### src/rtl/change_dispenser.sv
// Coin-return transmitter: pays out a latched change amount as a serial train of
// single-coin pulses, greedy quarters -> dimes -> nickels, with fixed pulse/gap timing.
module change_dispenser #(
  parameter int AMT_W        = 8,
  parameter int PULSE_CYCLES = 4,
  parameter int GAP_CYCLES   = 2
) (
  input  logic             clk,
  input  logic             rst_n,
  input  logic             start,
  input  logic [AMT_W-1:0] amount,
  input  logic             abort,
  output logic             busy,
  output logic             done,
  output logic             nickel,
  output logic             dime,
  output logic             quarter,
  output logic [2:0]       residue
);

  localparam int CNT_MAX = (PULSE_CYCLES > GAP_CYCLES) ? PULSE_CYCLES : GAP_CYCLES;
  localparam int CNT_W   = $clog2(CNT_MAX + 1);

  typedef enum logic [2:0] {IDLE, SELECT, PULSE, GAP, DONE} state_t;
  typedef enum logic [1:0] {C_NONE, C_NICKEL, C_DIME, C_QUARTER} coin_t;

  state_t           state, state_n;
  coin_t            coin, coin_n;
  logic [AMT_W-1:0] rem, rem_n;
  logic [CNT_W-1:0] cnt, cnt_n;
  logic [2:0]       residue_r, residue_n;

  function automatic logic [AMT_W-1:0] coin_value(input coin_t c);
    logic [AMT_W-1:0] v;
    case (c)
      C_QUARTER: v = AMT_W'(25);
      C_DIME:    v = AMT_W'(10);
      C_NICKEL:  v = AMT_W'(5);
      default:   v = '0;
    endcase
    return v;
  endfunction

  always_ff @(posedge clk or negedge rst_n) begin
    if (!rst_n) begin
      state     <= IDLE;
      coin      <= C_NONE;
      rem       <= '0;
      cnt       <= '0;
      residue_r <= '0;
    end else begin
      state     <= state_n;
      coin      <= coin_n;
      rem       <= rem_n;
      cnt       <= cnt_n;
      residue_r <= residue_n;
    end
  end

  always_comb begin
    state_n   = state;
    coin_n    = coin;
    rem_n     = rem;
    cnt_n     = cnt;
    residue_n = residue_r;
    case (state)
      IDLE: begin
        if (start) begin
          rem_n     = amount;
          residue_n = '0;
          state_n   = SELECT;
        end
      end
      SELECT: begin
        cnt_n = '0;
        if (rem >= AMT_W'(25)) begin
          coin_n  = C_QUARTER;
          state_n = PULSE;
        end else if (rem >= AMT_W'(10)) begin
          coin_n  = C_DIME;
          state_n = PULSE;
        end else if (rem >= AMT_W'(5)) begin
          coin_n  = C_NICKEL;
          state_n = PULSE;
        end else begin
          coin_n    = C_NONE;
          residue_n = rem[2:0];
          state_n   = DONE;
        end
      end
      PULSE: begin
        // Coin value was checked against rem in SELECT, so this cannot underflow.
        if (cnt == CNT_W'(PULSE_CYCLES - 1)) begin
          rem_n   = rem - coin_value(coin);
          cnt_n   = '0;
          state_n = GAP;
        end else begin
          cnt_n = cnt + 1'b1;
        end
      end
      GAP: begin
        if (cnt == CNT_W'(GAP_CYCLES - 1)) begin
          cnt_n   = '0;
          state_n = SELECT;
        end else begin
          cnt_n = cnt + 1'b1;
        end
      end
      DONE:    state_n = IDLE;
      default: state_n = IDLE;
    endcase
    // Cancel overrides every busy-state transition; a truncated payout reports no residue.
    if (abort && state != IDLE) begin
      state_n   = IDLE;
      coin_n    = C_NONE;
      cnt_n     = '0;
      residue_n = '0;
    end
  end

  assign busy    = (state != IDLE);
  assign done    = (state == DONE);
  assign quarter = (state == PULSE) && (coin == C_QUARTER);
  assign dime    = (state == PULSE) && (coin == C_DIME);
  assign nickel  = (state == PULSE) && (coin == C_NICKEL);
  assign residue = residue_r;

endmodule
### config.mk
export PLATFORM = sky130hd
export DESIGN_NAME = change_dispenser
export DESIGN_NICKNAME = d
export VERILOG_FILES = /design/src/rtl/change_dispenser.sv
export SDC_FILE = /design/constraint.sdc
export NUM_CORES = 1
export LEC_CHECK = 0
export ABC_AREA = 1
export CAP_MARGIN = 10
export CELL_PAD_IN_SITES_DETAIL_PLACEMENT = 0
export CELL_PAD_IN_SITES_GLOBAL_PLACEMENT = 1
export CORE_MARGIN = 5
export CORE_UTILIZATION = 39
export CTS_CLUSTER_SIZE = 24
export DETAILED_ROUTE_END_ITERATION = 8
export PLACE_DENSITY = 0.87
export SETUP_SLACK_MARGIN = 0.02
export SLEW_MARGIN = 25
export SYNTH_ARGS = -nofsm -noshare
export SYNTH_HDL_FRONTEND = slang
export SYNTH_SLANG_ARGS = --single-unit
### constraint.sdc
create_clock -name clk -period 2 [get_ports clk]
set_input_delay 0.2 -clock clk [delete_from_list [all_inputs] [get_ports clk]]
set_output_delay 0.2 -clock clk [all_outputs]
set_load 0.05 [all_outputs]
# After elaboration in Yosys (flattened, before gate mapping)
# Cells that the tools add are included.
[word_totals]
latchBits = 0
ramBits = 0
out_inout_bits = 8
word_cells = 69
regBits = 19
rom_bits = 0
inputBits = 12
memories = 0
[op_classes]
n_lt_le_gt_ge = 3
n_mux = 29
div = 0
bitwise_logic = 0
n_shift = 0
n_reduce_logical = 13
n_eq_ne = 17
n_addsub = 2
mul = 0
[ops]
columns = ["cell", "count"]
rows = [
  ["two-way mux 3 bit", 15],
  ["two-way mux 8 bit", 4],
  ["!= test 3 bit (second input constant)", 6],
  ["one-hot mux 8 bit (2 select lines)", 1],
  ["one-hot mux 5 bit (3 select lines)", 1],
  ["one-hot mux 3 bit (4 select lines)", 1],
  ["equality test 3 x 2 -> 1 bit (second input constant)", 3],
  ["one-hot mux 3 bit (3 select lines)", 1],
  [">= comparator 8 x 3 -> 1 bit (second input constant)", 1],
  [">= comparator 8 x 4 -> 1 bit (second input constant)", 1],
  [">= comparator 8 x 5 -> 1 bit (second input constant)", 1],
  ["two-way mux 2 bit", 4],
  ["subtractor 8 bit", 1],
  ["equality test 3 x 1 -> 1 bit (second input constant)", 2],
  ["one-hot mux 3 bit (2 select lines)", 1],
  ["AND reduction 3 bit", 2],
  ["nonzero test 3 bit", 2],
  ["AND reduction 5 bit", 1],
  ["equality test 2 bit (second input constant)", 2],
  ["logical AND 1 bit", 4],
  ["!= test 2 bit (second input constant)", 2],
  ["nonzero test 2 bit", 2],
  ["nonzero test 4 bit", 1],
  ["adder 3 x 1 -> 3 bit (second input constant)", 1],
  ["other kinds (4)", 4],
]

# Logic depth before layout (Yosys ltp)
# Gate-level depths: netlist of the first run.
[logic_depth]
ltp_word = 7
depth_mapped = 12
depth_no_buf = 12

# Worst setup path after synthesis of the first run
# Ideal clock, no wire load.
[synth_timing]
path_type = "reg2out"
start = "register state[2]"
end = "output port done"
required_time_ps = 1800
path_buffers = 0
stages_incl_launch_ff = 3
path_slack_ps = 255
arrival_time_ps = 1545
path_cell_list = "dfrtp_1 -> inv_1 -> nor3_1"
[synth_between]
elab_chain_len = 1
[synth_rtl]
columns = ["element", "line_no", "rtl"]
rows = [
  ["from (decl)", "27", "state_t state, state_n;"],
  ["from (signal assigned)", "52", "state <= state_n;"],
  ["equality test 3 bit", "122", "assign done = (state == DONE);"],
  ["to (decl)", "14", "output logic done,"],
]
# No other way between the ends.

# Worst setup path in the final report of the first run
[layout_timing]
start = "register state[2]"
end = "output port busy"
[layout_between]
elab_chain_len = 1
[layout_rtl]
columns = ["element", "line_no", "rtl"]
rows = [
  ["nonzero test 3 bit", "121", "assign busy = (state != IDLE);"],
  ["to (decl)", "13", "output logic busy,"],
]
# No other way between the ends.

==> report_table.html, run 1 <==
<table>
<tr><th>Metric</th><th>Value</th></tr>
<tr><th colspan="2">Logic synthesis</th></tr>
<tr><td>Count of flip-flops with a built-in enable after synthesis</td><td>0</td></tr>
<tr><td>Count of unique library cells instantiated by Yosys</td><td>29</td></tr>
<tr><td>Number of flip-flops and latches in the synthesized netlist</td><td>19</td></tr>
<tr><td>Post-synthesis net count</td><td>245</td></tr>
<tr><td>Sequential-to-total area share from yosys stat</td><td>31.30%</td></tr>
<tr><td>Flip-flop cell with the highest count after synthesis</td><td>sky130_fd_sc_hd__dfrtp_1</td></tr>
<tr><td>Cell Area, Synth</td><td>1519 um^2</td></tr>
<tr><td>Share of flip-flops with an asynchronous set or reset</td><td>100.0%</td></tr>
<tr><td>Yosys synthesis warning count</td><td>0</td></tr>
<tr><td>Mean instance size in the synthesized netlist</td><td>6.842 um^2</td></tr>
<tr><td>Mapped Cells</td><td>222</td></tr>
<tr><th colspan="2">Power and ir drop</th></tr>
<tr><td>Net switching fraction of the power</td><td>52.86%</td></tr>
<tr><td>Leakage power figure</td><td>between 0.9 and 1 nW</td></tr>
<tr><td>Total design power</td><td>between 0.002 and 0.003 W</td></tr>
<tr><td>Share of power burned in combinational logic</td><td>about two thirds</td></tr>
<tr><td>Clock group share of total power</td><td>9.2%</td></tr>
<tr><td>PwrDens</td><td>1603 nW/um^2</td></tr>
<tr><td>Switching power</td><td>0.001540 W</td></tr>
<tr><td>Peak supply drop</td><td>0.0006786 V</td></tr>
<tr><td>Cell internal power dissipation</td><td>about 0.0014 W</td></tr>
<tr><td>Sequential share of power</td><td>between 20 and 25%</td></tr>
<tr><th colspan="2">Setup path</th></tr>
<tr><td>Crit path arrival time</td><td>1.70 ns</td></tr>
<tr><td>Critical path's top delay family</td><td>buffers and inverters</td></tr>
<tr><td>Crit Path Class</td><td>reg -&gt; out</td></tr>
<tr><td>Crit. End Element</td><td>primary output</td></tr>
<tr><td>Crit path largest cell delay</td><td>between 0.7 and 0.8 ns</td></tr>
<tr><td>WP data required</td><td>1.80 ns</td></tr>
<tr><td>CP bufs+invs</td><td>1</td></tr>
<tr><td>Peak fanout along the critical path</td><td>4</td></tr>
<tr><td>Standard cell with the maximum stage delay on the critical path</td><td>sky130_fd_sc_hd__clkdlybuf4s50_1</td></tr>
<tr><td>Cell breakdown of the critical path</td><td>nor2_4 -&gt; nand2_4 -&gt; clkdlybuf4s50_1</td></tr>
<tr><td>Kind of start point of the critical path</td><td>flop</td></tr>
<tr><th colspan="2">Placed design</th></tr>
<tr><td>PortBufs</td><td>19</td></tr>
<tr><td>HPWL reported at the end of detailed placement</td><td>2.715 mm</td></tr>
<tr><td>Minimum setup slack after placement</td><td>0.3426 ns</td></tr>
<tr><td>Cell Area, Placed</td><td>1773 um^2</td></tr>
<tr><td>Gp weighted congestion</td><td>0.8711</td></tr>
<tr><th colspan="2">Global routing</th></tr>
<tr><td>Global-route wire length before repair</td><td>a little under 6 mm</td></tr>
<tr><td>Pin count of the biggest net entering global routing</td><td>20</td></tr>
<tr><td>Antenna violations before repair</td><td>0</td></tr>
<tr><td>Vias in the first global route</td><td>around 1300</td></tr>
<tr><td>Total grt overflow</td><td>0</td></tr>
<tr><td>Total Routing Usage GR</td><td>between 10 and 15%</td></tr>
<tr><th colspan="2">Status</th></tr>
<tr><td>Outcome</td><td>finished clean</td></tr>
<tr><th colspan="2">Clock tree</th></tr>
<tr><td>Latest clock arrival within the worst-skew pair</td><td>around 0.25 ns</td></tr>
<tr><td>Clk slew on worst S/H paths</td><td>0.07 ns</td></tr>
<tr><td>Post-cts sizing count</td><td>0</td></tr>
<tr><td>Sinks on Clock Net</td><td>19</td></tr>
<tr><td>Clock tree from TritonCTS</td><td>done</td></tr>
<tr><td>Clock buffer depth</td><td>2</td></tr>
<tr><td>CTS H-tree depth</td><td>1</td></tr>
<tr><td>Number of hold buffers added after CTS</td><td>0</td></tr>
<tr><td>Buffer cell driving the clock tree root</td><td>sky130_fd_sc_hd__clkbuf_8</td></tr>
<tr><td>Number of setup buffers added after CTS</td><td>0</td></tr>
<tr><td>Number of buffers inserted during clock tree synthesis</td><td>3</td></tr>
<tr><th colspan="2">Die</th></tr>
<tr><td>Width of the die</td><td>72.41 um</td></tr>
<tr><td>Floorplan core area</td><td>approximately 3700 um^2</td></tr>
<tr><td>Ports placed on the boundary</td><td>20</td></tr>
<tr><td>Floorplan die area</td><td>about 5200 um^2</td></tr>
<tr><td>Standard-cell row count</td><td>22</td></tr>
<tr><td>Initial core utilization</td><td>40.88%</td></tr>
<tr><td>Die Y</td><td>72.41 um</td></tr>
<tr><th colspan="2">Cells and area</th></tr>
<tr><td>Area of all placed cells without fillers</td><td>1818 um^2</td></tr>
<tr><td>Area used by sequential logic in the layout</td><td>around 480 um^2</td></tr>
<tr><td># nets final</td><td>269</td></tr>
<tr><td>Fraction of layout cells with a size suffix above 1</td><td>between 10% and 20%</td></tr>
<tr><td>Fillcell total</td><td>387</td></tr>
<tr><td>Multi-input gate area</td><td>857.1 um^2</td></tr>
<tr><td>Area added between synthesis and finish</td><td>19.69%</td></tr>
<tr><td>Number of diodes</td><td>0</td></tr>
<tr><th colspan="2">STA</th></tr>
<tr><td>Final setup TNS</td><td>0 ns</td></tr>
<tr><td>Worst relative slew slack</td><td>66.57%</td></tr>
<tr><td>RSZ-0062 raised after global routing</td><td>no</td></tr>
<tr><td>Count of endpoints failing hold in the final timing report</td><td>0</td></tr>
<tr><td>Final min period</td><td>roughly 1.9 ns</td></tr>
<tr><td>Setup slack after layout</td><td>0.1036 ns</td></tr>
<tr><td>Upper clock frequency limit</td><td>~0.53 GHz</td></tr>
<tr><td>Max Slew Vio Count</td><td>0</td></tr>
<tr><td>Worst Clk Skew</td><td>0.001689 ns</td></tr>
<tr><td>Final setup viols</td><td>0</td></tr>
<tr><td>Final Cycle Share</td><td>94.82%</td></tr>
<tr><td>Worst Tran Pin Value</td><td>about 0.50 ns</td></tr>
<tr><th colspan="2">Route</th></tr>
<tr><td>Detailed-route vias per instance</td><td>4.669</td></tr>
<tr><td>Iteration-0 DRC Markers</td><td>87</td></tr>
<tr><td>Routed wire per std cell</td><td>11.63 um</td></tr>
<tr><td>Drt pass-1 iters</td><td>4</td></tr>
<tr><td>Residual DRC</td><td>0</td></tr>
<tr><td>Drt total wl</td><td>3.408 mm</td></tr>
<tr><td>ANT nets after route</td><td>0</td></tr>
<tr><td>Via count</td><td>1368</td></tr>
<tr><th colspan="2">Min path</th></tr>
<tr><td>Class of the worst hold path</td><td>in -&gt; async</td></tr>
<tr><th colspan="2">Job</th></tr>
<tr><td>Number of maximum-capacitance violations</td><td>0</td></tr>
</table>
-- worst paths after layout --
kind / from / endpoint / slack, ns / cells after the start
worst min register to register: residue[1] / residue[1] / 0.47 / 2
min in group clk: residue[1] / residue[1] / 0.47 / 2
worst min-delay path: rst_n / rem[2] / 0.29 / 2
worst max-delay path: state[2] / busy / 0.10 / 3
max in group asynchronous: rst_n / state[1] / 1.50 / 2
worst max register to register: coin[0] / rem[6] / 0.33 / 8
-- cell families after synthesis --
family	share of synthesized area [%]
fa+ha+maj	9.555
compound gates	9.226
buf+inv	12.27
simple gates	37.07
xor+xnor	0.5767
flops	31.30
-- synth_stat cells, types with 3 or more instances --
cell                       n  area (um^2)
sky130_fd_sc_hd__nand3_1  20        100.1
sky130_fd_sc_hd__nand4_1   4        25.02
sky130_fd_sc_hd__inv_1    36        135.1
sky130_fd_sc_hd__o21ai_0   6        30.03
sky130_fd_sc_hd__a21oi_1   3        15.01
sky130_fd_sc_hd__nor2_2    4        25.02
sky130_fd_sc_hd__nor2_1   26        97.59
sky130_fd_sc_hd__nand2_1  66        247.7
sky130_fd_sc_hd__ha_1     10        125.1
sky130_fd_sc_hd__dfrtp_1  19        475.5
sky130_fd_sc_hd__o21ai_2   3        26.28
sky130_fd_sc_hd__o21ai_1   4        20.02
-- metal layers --
layer / share of wire, % / vias to the layer above / track usage, % / wire length [um]
li1: - / 742 / - / -
met2: 46 / 24 / 23.15 / 1559
met3: 4.4 / 2 / 3.047 / 151
met4: 0.65 / 0 / 3.074 / 22
met5: 0 / - / 0 / 0
met1: 49 / 600 / 18.37 / 1674
-- sequential cells by signal, summed over array words and instances, names as in the netlist --
signal	cells
cnt	3
rem	8
residue	3
state	3
coin	2
-- final cells by class --
class,instances,share of cell area [%]
clock buffers,4,2.478
well taps,48,3.304
repair buffers,21,12.11
inverters,40,8.809
flip-flops and latches,19,26.15
multi-input cells,161,47.14
-- per-stage QoR --
| step | std cells | utilization, % | hold WS [ns] |
|---|---|---|---|
| 2_1_floorplan | 222 | - | -0.09559 |
| 3_3_place_gp | 289 | 47.71 | 0.4547 |
| 3_5_place_dp | 289 | 47.71 | 0.4655 |
| 4_1_cts | 293 | 48.92 | 0.2968 |
| 5_1_grt | 293 | 48.92 | 0.3093 |
| 6_report | 293 | 48.92 | 0.2854 |
-- placed cells by master, fill, tap and decap left out, drive strengths merged --
cell,synthesis,final
a21o,1,1
inv,39,39
xor2,1,1
o211ai,3,3
clkbuf,0,4
buf,2,6
dfrtp,19,19
a21oi,3,3
fa,1,1
nor3,1,1
nor2,32,32
o22ai,1,1
clkdlybuf4s50,0,15
o21ai,13,13
a22oi,1,1
clkinv,1,1
nand4,4,4
nand3b,1,1
nand2,68,68
ha,10,10
nand3,21,21
-- power groups by stage --
stage	Sequential, W	Combinational (W)	Clock, W
3_5_place_dp	0.000708	0.00195	0
4_1_cts	0.000702	0.00196	0.000283
6_report	0.000702	0.00194	0.000269
3_3_place_gp	0.000703	0.00196	0
2_1_floorplan	0.000714	0.00153	0
5_1_grt	0.000724	0.00222	0.000301
Power figures use the tool's default switching activity.
==> inputs of run 2 (changes only) <==
--- a/config.mk
+++ b/config.mk
@@ -10,10 +10,11 @@
 export CELL_PAD_IN_SITES_DETAIL_PLACEMENT = 0
 export CELL_PAD_IN_SITES_GLOBAL_PLACEMENT = 1
 export CORE_MARGIN = 5
-export CORE_UTILIZATION = 39
+export CORE_UTILIZATION = 41
+export CTS_BUF_LIST = sky130_fd_sc_hd__clkbuf_4 sky130_fd_sc_hd__clkbuf_8
 export CTS_CLUSTER_SIZE = 24
 export DETAILED_ROUTE_END_ITERATION = 8
-export PLACE_DENSITY = 0.87
+export PLACE_DENSITY = 0.91
 export SETUP_SLACK_MARGIN = 0.02
 export SLEW_MARGIN = 25
 export SYNTH_ARGS = -nofsm -noshare
==> report_table.html, run 2 (same netlist as run 1, synthesis figures left out) <==
<table>
<tr><th>Metric</th><th>Value</th></tr>
<tr><th colspan="2">Status</th></tr>
<tr><td>Outcome</td><td>finished clean</td></tr>
<tr><th colspan="2">Route</th></tr>
<tr><td>Detailed-route vias per instance</td><td>4.741 (+1.5%)</td></tr>
<tr><td>Residual DRC</td><td>0 (unchanged)</td></tr>
<tr><td>Drt total wl</td><td>3.458 mm (+1.5%)</td></tr>
<tr><td>Iteration-0 DRC Markers</td><td>69 (-21%)</td></tr>
<tr><td>Drt pass-1 iters</td><td>4 (unchanged)</td></tr>
<tr><td>Via count</td><td>1389 (+1.5%)</td></tr>
<tr><td>ANT nets after route</td><td>0 (unchanged)</td></tr>
<tr><td>Routed wire per std cell</td><td>11.80 um (+1.5%)</td></tr>
<tr><th colspan="2">Clock tree</th></tr>
<tr><td>Number of buffers inserted during clock tree synthesis</td><td>3 (unchanged)</td></tr>
<tr><td>Clock buffer depth</td><td>2 (unchanged)</td></tr>
<tr><td>Post-cts sizing count</td><td>0 (unchanged)</td></tr>
<tr><td>Number of hold buffers added after CTS</td><td>0 (unchanged)</td></tr>
<tr><td>Clock tree from TritonCTS</td><td>done</td></tr>
<tr><td>CTS H-tree depth</td><td>1 (unchanged)</td></tr>
<tr><td>Sinks on Clock Net</td><td>19 (unchanged)</td></tr>
<tr><td>Buffer cell driving the clock tree root</td><td>sky130_fd_sc_hd__clkbuf_8</td></tr>
<tr><td>Latest clock arrival within the worst-skew pair</td><td>0.26 ns (about the same)</td></tr>
<tr><td>Number of setup buffers added after CTS</td><td>0 (unchanged)</td></tr>
<tr><td>Clk slew on worst S/H paths</td><td>0.07 ns (about the same)</td></tr>
<tr><th colspan="2">Setup path</th></tr>
<tr><td>Peak fanout along the critical path</td><td>4 (unchanged)</td></tr>
<tr><td>Crit. End Element</td><td>primary output</td></tr>
<tr><td>Reg2Reg Depth</td><td>8 (unchanged)</td></tr>
<tr><td>Worst r2r src</td><td>coin[0]</td></tr>
<tr><td>Standard cell with the maximum stage delay on the critical path</td><td>sky130_fd_sc_hd__clkdlybuf4s50_1</td></tr>
<tr><td>WP data required</td><td>1.80 ns (about the same)</td></tr>
<tr><td>Critical register-to-register path endpoint</td><td>rem[4]</td></tr>
<tr><td>Kind of start point of the critical path</td><td>flop</td></tr>
<tr><td>Reg2reg setup slack</td><td>0.32 ns (about the same)</td></tr>
<tr><td>Crit Path Class</td><td>reg -&gt; out</td></tr>
<tr><td>Crit path arrival time</td><td>1.69 ns (about the same)</td></tr>
<tr><td>Crit path largest cell delay</td><td>0.71 ns (about the same)</td></tr>
<tr><td>Cell breakdown of the critical path</td><td>nor2_4 -&gt; nand2_4 -&gt; clkdlybuf4s50_1</td></tr>
<tr><th colspan="2">Cells and area</th></tr>
<tr><td>Layout Utilization</td><td>50.14% (+1.2 points)</td></tr>
<tr><td>Area added between synthesis and finish</td><td>19.93%</td></tr>
<tr><td>Commonest cells after routing, fill and taps aside</td><td>sky130_fd_sc_hd__nand2_1 (66), sky130_fd_sc_hd__inv_1 (36), sky130_fd_sc_hd__nor2_1 (26)</td></tr>
<tr><td>Reg with most FFs</td><td>rem</td></tr>
<tr><td>Max FFs per register</td><td>8 (unchanged)</td></tr>
<tr><td>Final non-filler cell total</td><td>293 (unchanged)</td></tr>
<tr><td>Number of diodes</td><td>0 (unchanged)</td></tr>
<tr><td>Fraction of layout cells with a size suffix above 1</td><td>11.02% (+0.41 points)</td></tr>
<tr><td>Most frequent standard cell in the layout excluding fill and tap cells</td><td>sky130_fd_sc_hd__nand2_1</td></tr>
<tr><td># nets final</td><td>269 (unchanged)</td></tr>
<tr><th colspan="2">Job</th></tr>
<tr><td>Number of maximum-capacitance violations</td><td>0 (unchanged)</td></tr>
<tr><th colspan="2">STA</th></tr>
<tr><td>Final setup TNS</td><td>0 ns (unchanged)</td></tr>
<tr><td>Worst Clk Skew</td><td>0.004772 ns (+0.003084 ns)</td></tr>
<tr><td>Max Slew Vio Count</td><td>0 (unchanged)</td></tr>
<tr><td>Worst relative slew slack</td><td>66.69% (+0.12 points)</td></tr>
<tr><td>Final Cycle Share</td><td>94.68% (-0.13 points)</td></tr>
<tr><td>Worst Tran Pin Value</td><td>0.4981 ns (-0.001747 ns)</td></tr>
<tr><td>RSZ-0062 raised after global routing</td><td>no</td></tr>
<tr><td>Count of endpoints failing hold in the final timing report</td><td>0 (unchanged)</td></tr>
<tr><td>Worst hold margin</td><td>0.2853 ns (-0.00009200 ns)</td></tr>
<tr><td>Final setup viols</td><td>0 (unchanged)</td></tr>
<tr><td>Final min period</td><td>1.894 ns (-0.002680 ns)</td></tr>
<tr><td>Upper clock frequency limit</td><td>0.5281 GHz (+0.14%)</td></tr>
<tr><th colspan="2">Placed design</th></tr>
<tr><td>HPWL reported at the end of detailed placement</td><td>2.721 mm (+0.23%)</td></tr>
<tr><td>Gp weighted congestion</td><td>0.8616 (-1.1%)</td></tr>
<tr><td>Cell total after placement</td><td>289 (unchanged)</td></tr>
<tr><td>PortBufs</td><td>19 (unchanged)</td></tr>
<tr><th colspan="2">Power and ir drop</th></tr>
<tr><td>PwrDens</td><td>1620 nW/um^2 (+1.1%)</td></tr>
<tr><td>Total design power</td><td>0.002951 W (+1.3%)</td></tr>
<tr><td>Leakage power figure</td><td>0.9516 nW (+0.36%)</td></tr>
<tr><td>Peak supply drop</td><td>0.0005011 V (-26%)</td></tr>
<tr><th colspan="2">Global routing</th></tr>
<tr><td>Global-route wire length before repair</td><td>5.954 mm (+1.5%)</td></tr>
<tr><td>Pin count of the biggest net entering global routing</td><td>20 (unchanged)</td></tr>
<tr><td>Total grt overflow</td><td>0 (unchanged)</td></tr>
<tr><td>Vias in the first global route</td><td>1360 (+4.3%)</td></tr>
<tr><td>Total Routing Usage GR</td><td>14.47% (+0.58 points)</td></tr>
<tr><td>Antenna violations before repair</td><td>0 (unchanged)</td></tr>
<tr><th colspan="2">Die</th></tr>
<tr><td>Width of the die</td><td>70.87 um (-2.1%)</td></tr>
<tr><td>Die Y</td><td>70.87 um (-2.1%)</td></tr>
<tr><td>Standard-cell row count</td><td>22 (unchanged)</td></tr>
<tr><td>Ports placed on the boundary</td><td>20 (unchanged)</td></tr>
<tr><td>Initial core utilization</td><td>41.80% (+0.93 points)</td></tr>
<tr><td>Floorplan die area</td><td>5022 um^2 (-4.2%)</td></tr>
<tr><td>Floorplan core area</td><td>3633 um^2 (-2.2%)</td></tr>
<tr><th colspan="2">Min path</th></tr>
<tr><td>Class of the worst hold path</td><td>in -&gt; async</td></tr>
</table>
run 2: cell count changes in the layout (fill, tap and decap cells not counted):
cell and delta:
sky130_fd_sc_hd__clkbuf_1 -1, sky130_fd_sc_hd__clkbuf_4 +1
run 2: power by group:
group	switching, W	internal (W)	total (W)
registers	0.000163	0.000541	0.000704
clock network	0.000128	0.000155	0.000283
logic	0.00127	0.000696	0.00196
total	0.00156	0.00139	0.00295
run 2: per-layer routing:
metal / wire length, um / track usage [%] / up-vias
met4: 31 / 3.340 / 0
met3: 140 / 3.409 / 4
met2: 1645 / 24.41 / 24
met5: 0 / 0 / -
met1: 1640 / 18.77 / 621
li1: - / - / 740
run 2: worst max-delay path by stage:
| stage | cells past startpoint | slack [ns] | startpoint | to |
|---|---|---|---|---|
| floorplan | 2 | 0.25 | state[2] | done |
| global placement | 8 | 0.34 | coin[0] | rem[4] |
| detailed placement | 8 | 0.32 | coin[0] | rem[4] |
| CTS | 3 | 0.1 | state[2] | busy |
| global route | 3 | 0.03 | state[2] | busy |
| finish | 3 | 0.11 | state[2] | busy |
run 2: metrics by stage:
| stage | setup slack (ns) | instance area [um^2] |
|---|---|---|
| 6_report | 0.1063 | 1822 |
| 5_1_grt | 0.03155 | 1822 |
| 4_1_cts | 0.09544 | 1822 |
| 3_5_place_dp | 0.3167 | 1773 |
| 3_3_place_gp | 0.3379 | 1773 |
| 2_1_floorplan | 0.2547 | 1519 |
run 2: critical path: cells and delay by family, from the launching register on:
family,cells,cell delay (ns)
buffers and inverters,1,0.71
DFF,1,0.45
and+or+nand+nor,2,0.29
run 2: final cells by class:
class	instances	area, um^2
clock buffer	4	48.80
multi-input combinational	161	857.1
timing repair buffer	21	220.2
tap	48	60.06
fill	385	1812
sequential	19	475.5
inverter	40	160.2
